==> src/rtl/axil_lockstep_pkg.sv <==
// axil_lockstep_pkg: group indices and field layout helpers for the lockstep monitor vector
package axil_lockstep_pkg;
  localparam int NGROUP = 11;
  localparam int G_S_AWREADY = 0;
  localparam int G_S_WREADY = 1;
  localparam int G_S_BRESP = 2;
  localparam int G_S_BVALID = 3;
  localparam int G_M_AWADDR = 4;
  localparam int G_M_AWPROT = 5;
  localparam int G_M_AWVALID = 6;
  localparam int G_M_WDATA = 7;
  localparam int G_M_WSTRB = 8;
  localparam int G_M_WVALID = 9;
  localparam int G_M_BREADY = 10;

  function automatic int vec_w(int s, int m, int dw, int aw, int sw);
    return s * 5 + m * (aw + dw + sw + 6);
  endfunction

  function automatic int grp_width(int g, int s, int m, int dw, int aw, int sw);
    case (g)
      G_S_AWREADY, G_S_WREADY, G_S_BVALID: return s;
      G_S_BRESP: return 2 * s;
      G_M_AWADDR: return m * aw;
      G_M_AWPROT: return 3 * m;
      G_M_WDATA: return m * dw;
      G_M_WSTRB: return m * sw;
      default: return m;
    endcase
  endfunction

  function automatic int grp_off(int g, int s, int m, int dw, int aw, int sw);
    int o;
    o = 0;
    for (int i = 0; i < g; i++) o += grp_width(i, s, m, dw, aw, sw);
    return o;
  endfunction

  // Valid group that qualifies a payload group's lanes, or -1 when always compared
  function automatic int qual_group(int g);
    return g == G_S_BRESP ? G_S_BVALID :
           (g == G_M_AWADDR || g == G_M_AWPROT) ? G_M_AWVALID :
           (g == G_M_WDATA || g == G_M_WSTRB) ? G_M_WVALID : -1;
  endfunction
endpackage

==> src/rtl/axil_lockstep_delay.sv <==
// axil_lockstep_delay: WIDTH x DEPTH shift register with per-stage valid tag
module axil_lockstep_delay #(
  parameter int WIDTH = 1,
  parameter int DEPTH = 0
) (
  input  logic             clk,
  input  logic             rst,
  input  logic [WIDTH-1:0] d,
  output logic [WIDTH-1:0] q,
  output logic             q_valid
);
  if (DEPTH == 0) begin : g_pass
    logic unused_clk;
    assign unused_clk = clk;
    assign q = d;
    assign q_valid = !rst;
  end else begin : g_pipe
    logic [WIDTH-1:0] sr [DEPTH];
    logic [DEPTH-1:0] tag;
    always_ff @(posedge clk or posedge rst)
      if (rst) begin
        for (int i = 0; i < DEPTH; i++) sr[i] <= '0;
        tag <= '0;
      end else begin
        sr[0] <= d;
        tag[0] <= 1'b1;
        for (int i = 1; i < DEPTH; i++) begin
          sr[i] <= sr[i-1];
          tag[i] <= tag[i-1];
        end
      end
    assign q = sr[DEPTH-1];
    assign q_valid = tag[DEPTH-1];
  end
endmodule

==> src/rtl/axil_wr_lockstep_monitor.sv <==
// axil_wr_lockstep_monitor: compares two AXI-lite write crossbar instances with lag and valid qualification
module axil_wr_lockstep_monitor
  import axil_lockstep_pkg::*;
#(
  parameter int               S_COUNT     = 4,
  parameter int               M_COUNT     = 4,
  parameter int               DATA_WIDTH  = 32,
  parameter int               ADDR_WIDTH  = 32,
  parameter int               STRB_WIDTH  = DATA_WIDTH / 8,
  parameter int               LAG         = 0,
  parameter bit               QUALIFY     = 1'b1,
  parameter logic [NGROUP-1:0] GROUP_MASK = 11'h7FF,
  parameter int               COUNT_WIDTH = 16,
  parameter int               CYC_WIDTH   = 32
) (
  input  logic                   clk,
  input  logic                   rst,
  input  logic                   enable,
  input  logic                   clear,
  input  logic [vec_w(S_COUNT, M_COUNT, DATA_WIDTH, ADDR_WIDTH, STRB_WIDTH)-1:0] a_vec,
  input  logic [vec_w(S_COUNT, M_COUNT, DATA_WIDTH, ADDR_WIDTH, STRB_WIDTH)-1:0] b_vec,
  output logic                   mismatch,
  output logic                   err_sticky,
  output logic [NGROUP-1:0]      err_group,
  output logic [COUNT_WIDTH-1:0] mismatch_count,
  output logic [CYC_WIDTH-1:0]   first_cycle,
  output logic [NGROUP-1:0]      first_group
);
  localparam int VEC_W = vec_w(S_COUNT, M_COUNT, DATA_WIDTH, ADDR_WIDTH, STRB_WIDTH);

  function automatic int off(int g);
    return grp_off(g, S_COUNT, M_COUNT, DATA_WIDTH, ADDR_WIDTH, STRB_WIDTH);
  endfunction

  logic [VEC_W-1:0]     ad;
  logic                 tag;
  logic [NGROUP-1:0]    gdiff;
  logic                 hit;
  logic [CYC_WIDTH-1:0] cyc;

  axil_lockstep_delay #(.WIDTH(VEC_W), .DEPTH(LAG)) u_delay (
    .clk     (clk),
    .rst     (rst),
    .d       (a_vec),
    .q       (ad),
    .q_valid (tag)
  );

  // Lane-wise compare; payload lanes are gated by the delayed A-side valid of the same lane
  for (genvar g = 0; g < NGROUP; g++) begin : grp
    localparam int NL = g < G_M_AWADDR ? S_COUNT : M_COUNT;
    localparam int LW = grp_width(g, S_COUNT, M_COUNT, DATA_WIDTH, ADDR_WIDTH, STRB_WIDTH) / NL;
    localparam int O = off(g);
    localparam int Q = qual_group(g);
    logic [NL-1:0] ne;
    for (genvar l = 0; l < NL; l++) begin : lane
      if (QUALIFY && Q >= 0) begin : q
        assign ne[l] = ad[off(Q)+l] && (ad[O+l*LW +: LW] != b_vec[O+l*LW +: LW]);
      end else begin : u
        assign ne[l] = ad[O+l*LW +: LW] != b_vec[O+l*LW +: LW];
      end
    end
    assign gdiff[g] = GROUP_MASK[g] && (|ne);
  end

  assign hit = enable && tag && (|gdiff);

  always_ff @(posedge clk or posedge rst)
    if (rst) begin
      cyc <= '0;
      mismatch <= 1'b0;
      err_sticky <= 1'b0;
      err_group <= '0;
      mismatch_count <= '0;
      first_cycle <= '0;
      first_group <= '0;
    end else begin
      cyc <= cyc + 1'b1;
      mismatch <= hit;
      if (clear) begin
        err_sticky <= 1'b0;
        err_group <= '0;
        mismatch_count <= '0;
        first_cycle <= '0;
        first_group <= '0;
      end else if (hit) begin
        err_sticky <= 1'b1;
        err_group <= err_group | gdiff;
        mismatch_count <= (&mismatch_count) ? mismatch_count : mismatch_count + 1'b1;
        if (!err_sticky) begin
          first_cycle <= cyc;
          first_group <= gdiff;
        end
      end
    end
endmodule

==> config.mk <==
export PLATFORM = sky130hd
export DESIGN_NAME = axil_wr_lockstep_monitor
export DESIGN_NICKNAME = d
export VERILOG_FILES = /design/src/rtl/axil_lockstep_pkg.sv /design/src/rtl/axil_lockstep_delay.sv /design/src/rtl/axil_wr_lockstep_monitor.sv
export SDC_FILE = /design/constraint.sdc
export NUM_CORES = 1
export LEC_CHECK = 0
export ABC_AREA = 1
export CORE_AREA = 3 3 278 280
export DETAILED_ROUTE_END_ITERATION = 8
export DIE_AREA = 0 0 281 283
export GPL_ROUTABILITY_DRIVEN = 0
export GPL_TIMING_DRIVEN = 0
export PLACE_DENSITY = 0.37
export SLEW_MARGIN = 10
export SYNTH_ARGS = -nofsm -noshare
export SYNTH_HDL_FRONTEND = slang
export SYNTH_SLANG_ARGS = --single-unit
==> constraint.sdc <==
create_clock -name clk -period 3.9 [get_ports clk]
set_clock_uncertainty 0.05 [all_clocks]
set_input_delay 1.17 -clock clk [delete_from_list [all_inputs] [get_ports clk]]
set_output_delay 1.17 -clock clk [all_outputs]
set_load 0.01 [all_outputs]
Yosys cells after proc, flatten, opt, wreduce, memory -nomap -nowiden

Cells that the tools add are included.

Add/sub/neg operators: 2
Multipliers: 0
Divide/modulo/power cells: 0
$lt $le $gt $ge: 0
Equal/unequal tests: 46
Shift-type cells: 0
Mux-type cells: 13
Bitwise gates (word level): 1
Reductions and logical operators: 39

Operators with widths:

| operator                                                         | count |
|---|---|
| 32-bit != test                                                   | 8 |
| 32-bit 2-to-1 mux                                                | 3 |
| 11-bit 2-to-1 mux                                                | 5 |
| 16-bit 2-to-1 mux                                                | 3 |
| 4-bit OR reduction                                               | 11 |
| 44-bit OR reduction                                              | 1 |
| 32-bit by 1-bit adder with 32-bit output (second input constant) | 1 |
| 1-bit != test                                                    | 24 |
| 1-bit logical AND                                                | 22 |
| 16-bit by 1-bit adder with 16-bit output (second input constant) | 1 |
| 4-bit != test                                                    | 4 |
| 16-bit AND reduction                                             | 1 |
| 3-bit != test                                                    | 4 |
| 11-bit bitwise OR                                                | 1 |
| 2-bit != test                                                    | 4 |
| 2-bit != test (second input constant)                            | 2 |
| 2-bit AND reduction                                              | 2 |
| 1-bit 2-to-1 mux                                                 | 2 |
| 2-bit nonzero test                                               | 1 |
| 1-bit logical NOT                                                | 1 |

Flip-flop bits (word level): 104
Latch bits: 0
Bits in writable memories: 0
Memory bits (read-only): 0
Input port bits: 636
Output and inout bits: 72
Logic and storage cells: 108
Memories: 0

Depth between registers and ports, before layout

Depth in word-level cells: 6
Mapped depth: 17
Mapped depth without buffers: 16

Cells and area by module

From an unflattened synthesis, not the netlist that was laid out.

Cell total of the unflattened synthesis: 1631
Area, all modules: 11629.9 µm²

Modules (own cells, without submodules):

| module                   | instances | cells each | area each (µm²) | sequential area each (µm²) |
|---|---|---|---|---|
| axil_wr_lockstep_monitor | 1         | 1314       | 9253.9          | 2602.5 |
| axil_lockstep_delay      | 1         | 317        | 2376.0          | 0.0 |

Least setup slack after synthesis

Ideal clock, no wire load.

Path kind: input to register
Start: input port b_vec[298]
End: register first_cycle[17]
Library setup time: 0.118 ns
Arrival: 2.517 ns
Required time: 3.732 ns
Slack: 1.215 ns
Stages: 13
Path buffers: 1
Cell sequence: xnor2_1 nand3_1 o21ai_0 nand2_1 nor2_1 nand2_1 nor2_1 nand3_2 nand2_2 inv_2 buf_2 nand3_1 nand2_1

Word-level cells in the longest chain between the ends: 6

Ends and longest elaborated chain:

| item                                 | RTL line                       | text |
|---|---|---|
| from (decl)                          | axil_wr_lockstep_monitor.sv:21 | `input logic [vec_w(S_COUNT, M_COUNT, DATA_WIDTH, ADDR_WIDTH, STRB_WIDTH)-1:0] b_vec,` |
| 4-bit != test                        | axil_wr_lockstep_monitor.sv:58 | `assign ne[l] = ad[off(Q)+l] && (ad[O+l*LW +: LW] != b_vec[O+l*LW +: LW]);` |
| 1-bit logical AND                    | axil_wr_lockstep_monitor.sv:58 |  |
| 44-bit OR reduction                  | axil_wr_lockstep_monitor.sv:66 | `assign hit = enable && tag && (\|gdiff);` |
| 1-bit logical AND                    | axil_wr_lockstep_monitor.sv:66 |  |
| 2-bit nonzero test (no source line)  | n/a                            |  |
| 2-bit AND reduction (no source line) | n/a                            |  |
| to (signal assigned)                 | axil_wr_lockstep_monitor.sv:91 | `first_cycle <= cyc;` |
| to (decl)                            | axil_wr_lockstep_monitor.sv:26 | `output logic [CYC_WIDTH-1:0] first_cycle,` |

No other way between the ends.
A chain may end at the register's enable or synchronous reset.

Worst setup path in the final report

Start: input port b_vec[78]
End: register first_group[10]

Word-level cells in the longest chain between the ends: 6

Ends and longest elaborated chain:

| item                                 | RTL line                       | text |
|---|---|---|
| 32-bit != test                       | axil_wr_lockstep_monitor.sv:58 |  |
| 1-bit logical AND                    | axil_wr_lockstep_monitor.sv:58 |  |
| 44-bit OR reduction                  | axil_wr_lockstep_monitor.sv:66 |  |
| 1-bit logical AND                    | axil_wr_lockstep_monitor.sv:66 |  |
| 2-bit nonzero test (no source line)  | n/a                            |  |
| 2-bit AND reduction (no source line) | n/a                            |  |
| to (signal assigned)                 | axil_wr_lockstep_monitor.sv:92 | `first_group <= gdiff;` |
| to (decl)                            | axil_wr_lockstep_monitor.sv:27 | `output logic [NGROUP-1:0] first_group` |

No other way between the ends.

==> flow_metrics.py <==
metrics = {
    "outcome": {
        "status": "finished clean",
    },
    "grt": {
        "grt_pass1_vias": 11419,
        "grt-ovfl-total": 0,
        "grtUsageTotal_pct": 13.9,
        "grt_pass1_wl_um": 79500,
        "grt_antenna_before_repair": 24,
        "grt_max_degree": 35,
    },
    "timing": {
        "rsz0062_at_grt": "no",
        "final-hold-violation-count": 0,
        "fin_crit_ns": 3.59,
        "final.period_utilization_pct": 92.1,
        "tightest_slew_ns": 0.930,
        "fin_hold_ws_ns": 0.430,
        "fin_ws_ns": 0.309,
        "drv_slew": 0,
        "max_clock_freq_ghz": 0.278,
        "setup_viol_count_final": 0,
        "relSlewSlack_pct": 37.8,
    },
    "route": {
        "dr_wl_met2_um": 31800,
        "viasPerCell": 3.55,
        "drtPass1Iterations": 4,
        "drt.antenna.violating_nets": 0,
        "met1_length_um": 20400,
        "drc": 0,
        "dr.first_iter.drc_count": 409,
        "wire_per_inst_um": 19.2,
        "wl_met3_um": 4300,
        "wl_um": 56900,
        "top_layer_used": "met5",
        "vias": 10510,
    },
    "floorplan": {
        "die-area_um2": 79500,
        "rows": 100,
        "die_h_um": 283,
        "fp.dieW_um": 281,
        "io_pins": 708,
        "initial_core_util_pct": 12.1,
        "coreArea_um2": 74700,
    },
    "cells_and_area": {
        "utilization_pct": 23.7,
        "fillCellCount": 8270,
        "synthToLayoutAreaGrowth_pct": 96.4,
        "nets": 2622,
        "drive_gt1_share_pct": 3.32,
    },
    "synth": {
        "synthAdderAreaFrac_pct": 0.277,
        "yosysWarnings": 0,
        "syn_area_per_cell_um2": 7.15,
        "ys_async_sr_fraction_pct": 100,
        "synth_edf_count": 0,
        "netlist_area_um2": 9020,
        "synth_cell_types": 29,
        "muxShareOfSynthArea_pct": 0,
        "synth_top_family_by_area": "simple AND/OR/NAND/NOR gates",
        "synthFlopType": "dfrtp_1",
        "ys_seq_area_share_pct": 28.8,
        "syn-num-nets": 1901,
        "synth-xor-area-share_pct": 31.4,
        "yosys.area_share.simple_pct": 32.6,
        "ys_ff_latch": 104,
        "synth_compound_area_share_pct": 1.90,
        "synth_cells": 1263,
    },
    "power_and_ir_drop": {
        "cellPowerDensity_nw_per_um2": 196,
        "irDropWorstVdd_mv": 0.173,
        "p_leak_nw": 6.95,
        "post-layout-total-power_mw": 3.48,
    },
    "clocking": {
        "clock_latency_ns": 0.36,
        "cts_max_level": 3,
        "cts_made_buffers": 9,
        "ctsRootBufferMaster": "clkbuf_16",
        "cts_setup_buffers": 0,
        "cts_tree": "done",
        "clkSlewWorstSetupHoldPaths_ns": 0.07,
        "cts_hold_buf": 0,
        "cts_sinks": 104,
        "clk_path_buf_depth": 2,
    },
    "setup_path": {
        "cp-end-kind": "flop",
        "critPathRequiredTime_ns": 4.09,
        "arrival_ns": 3.78,
        "crit_fanout": 8,
        "crit_type": "in2reg",
        "startpoint_type": "input port",
    },
    "worst_hold_path": {
        "min_path_type": "reg2reg",
    },
    "place": {
        "io_buffers": 707,
        "dpl_worst_slack_ns": -0.602,
        "dp.final_hpwl_um": 52100,
    },
    "flow_run": {
        "maxCapViolCount": 0,
    },
}
-- logic make-up (layout without fill, tap and decap cells) --
group	count (synthesis)	in the layout
and+or+nand+nor	684	684
xor gates and xnor gates	324	324
buffers and inverters	115	841
DFF	104	104
AOI/OAI and AO/OA	34	34
adders and majority gates	2	2
other	0	6
-- per-layer routing --
metal / vias up / track usage [%]
met1: 4658 / 14.0
met3: 42 / 4.02
li1: 5377 / -
met2: 419 / 28.6
met5: - / 0
met4: 14 / 0.940
-- power by group --
| part | internal [mW] | switching (mW) |
|---|---|---|
| Clock | 0.518 | 0.420 |
| Combinational | 0.891 | 0.515 |
| Sequential | 1.11 | 0.0285 |
-- cell usage in the layout (no fill, tap or decap), types with 4 or more instances in the layout --
master and count:
nor3_2 4, clkbuf_16 9, dfrtp_1 104, or2_2 9
nor3_1 10, nor2_1 132, clkbuf_1 14, diode_2 6
xnor2_1 282, o21ai_1 4, a21oi_1 11, buf_2 9
o21ai_0 18, xor2_1 41, inv_2 4, nand3_1 139
nand3_2 6, nand4_1 10, clkdlybuf4s50_1 707, inv_1 86
nor2_4 7, nand2_1 356
-- final cells by class --
class                           count  area [um2]  share of cell area [%]
Clock inverter                      4        53.8                   0.304
Antenna cell                        6        15.0                  0.0847
Multi-Input combinational cell   1044        6000                    33.9
Inverter                           91         345                    1.95
Clock buffer                       12         246                    1.39
Tap cell                          969        1210                    6.84
Buffer                             24         109                   0.614
Sequential cell                   104        2600                    14.7
Timing Repair Buffer              710        7140                    40.3
-- state kept, by name (all words and copies together), names as in the netlist --
register / cells
mismatch_count: 16
first_cycle: 32
err_sticky: 1
err_group: 11
first_group: 11
mismatch: 1
cyc: 32
-- repair_timing --
item,in CTS,in global routing
gates resized for setup,2,5
endpoints found under the setup margin,50,29
cloned,0,0
-- critical path, stage by stage --
cell             delay (ns)
clkdlybuf4s50_1        0.60
xnor2_1                0.15
nand2_1                0.06
nor2_1                 0.11
nand2_1                0.07
nor2_1                 0.11
nand2_1                0.06
nand2_1                0.08
nand2_1                0.24
nor2_1                 0.24
nand3_2                0.18
nand3_2                0.22
inv_1                  0.19
nand2_1                0.22
nand2_1                0.08
-- stage by stage --
stage          instances  setup TNS [ns]  cell area [um2]
2_1_floorplan       1263               0             9030
3_3_place_gp        2939          -29.91            17300
3_5_place_dp        2942          -30.74            17400
4_1_cts             2958               0            17700
5_1_grt             2958               0            17700
6_report            2964               0            17700
-- final timing paths --
| check | start | to | slack [ns] | depth (start not counted) |
|---|---|---|---|---|
| max reg2reg | mismatch_count[0] | mismatch_count[9] | 1.33 | 12 |
| max in group asynchronous | rst | first_cycle[24] | 1.72 | 5 |
| min in group asynchronous | rst | err_group[9] | 1.11 | 2 |
| min reg2reg | cyc[31] | cyc[31] | 0.43 | 1 |
| min | cyc[31] | cyc[31] | 0.43 | 1 |
| max | b_vec[78] | first_group[10] | 0.31 | 15 |
-- Yosys cell counts (10+ instances only) --
cell / count / area [um2]
nand2_1: 356 / 1340
xnor2_1: 283 / 2480
nand3_1: 139 / 696
nor2_1: 134 / 503
dfrtp_1: 104 / 2600
inv_1: 87 / 327
xor2_1: 41 / 359
o21ai_0: 19 / 95.1
clkbuf_1: 12 / 45.0
a21oi_1: 11 / 55.1
nand4_1: 10 / 62.6
nor3_1: 10 / 50.1
No activity file was read; power rests on OpenSTA's default activity.
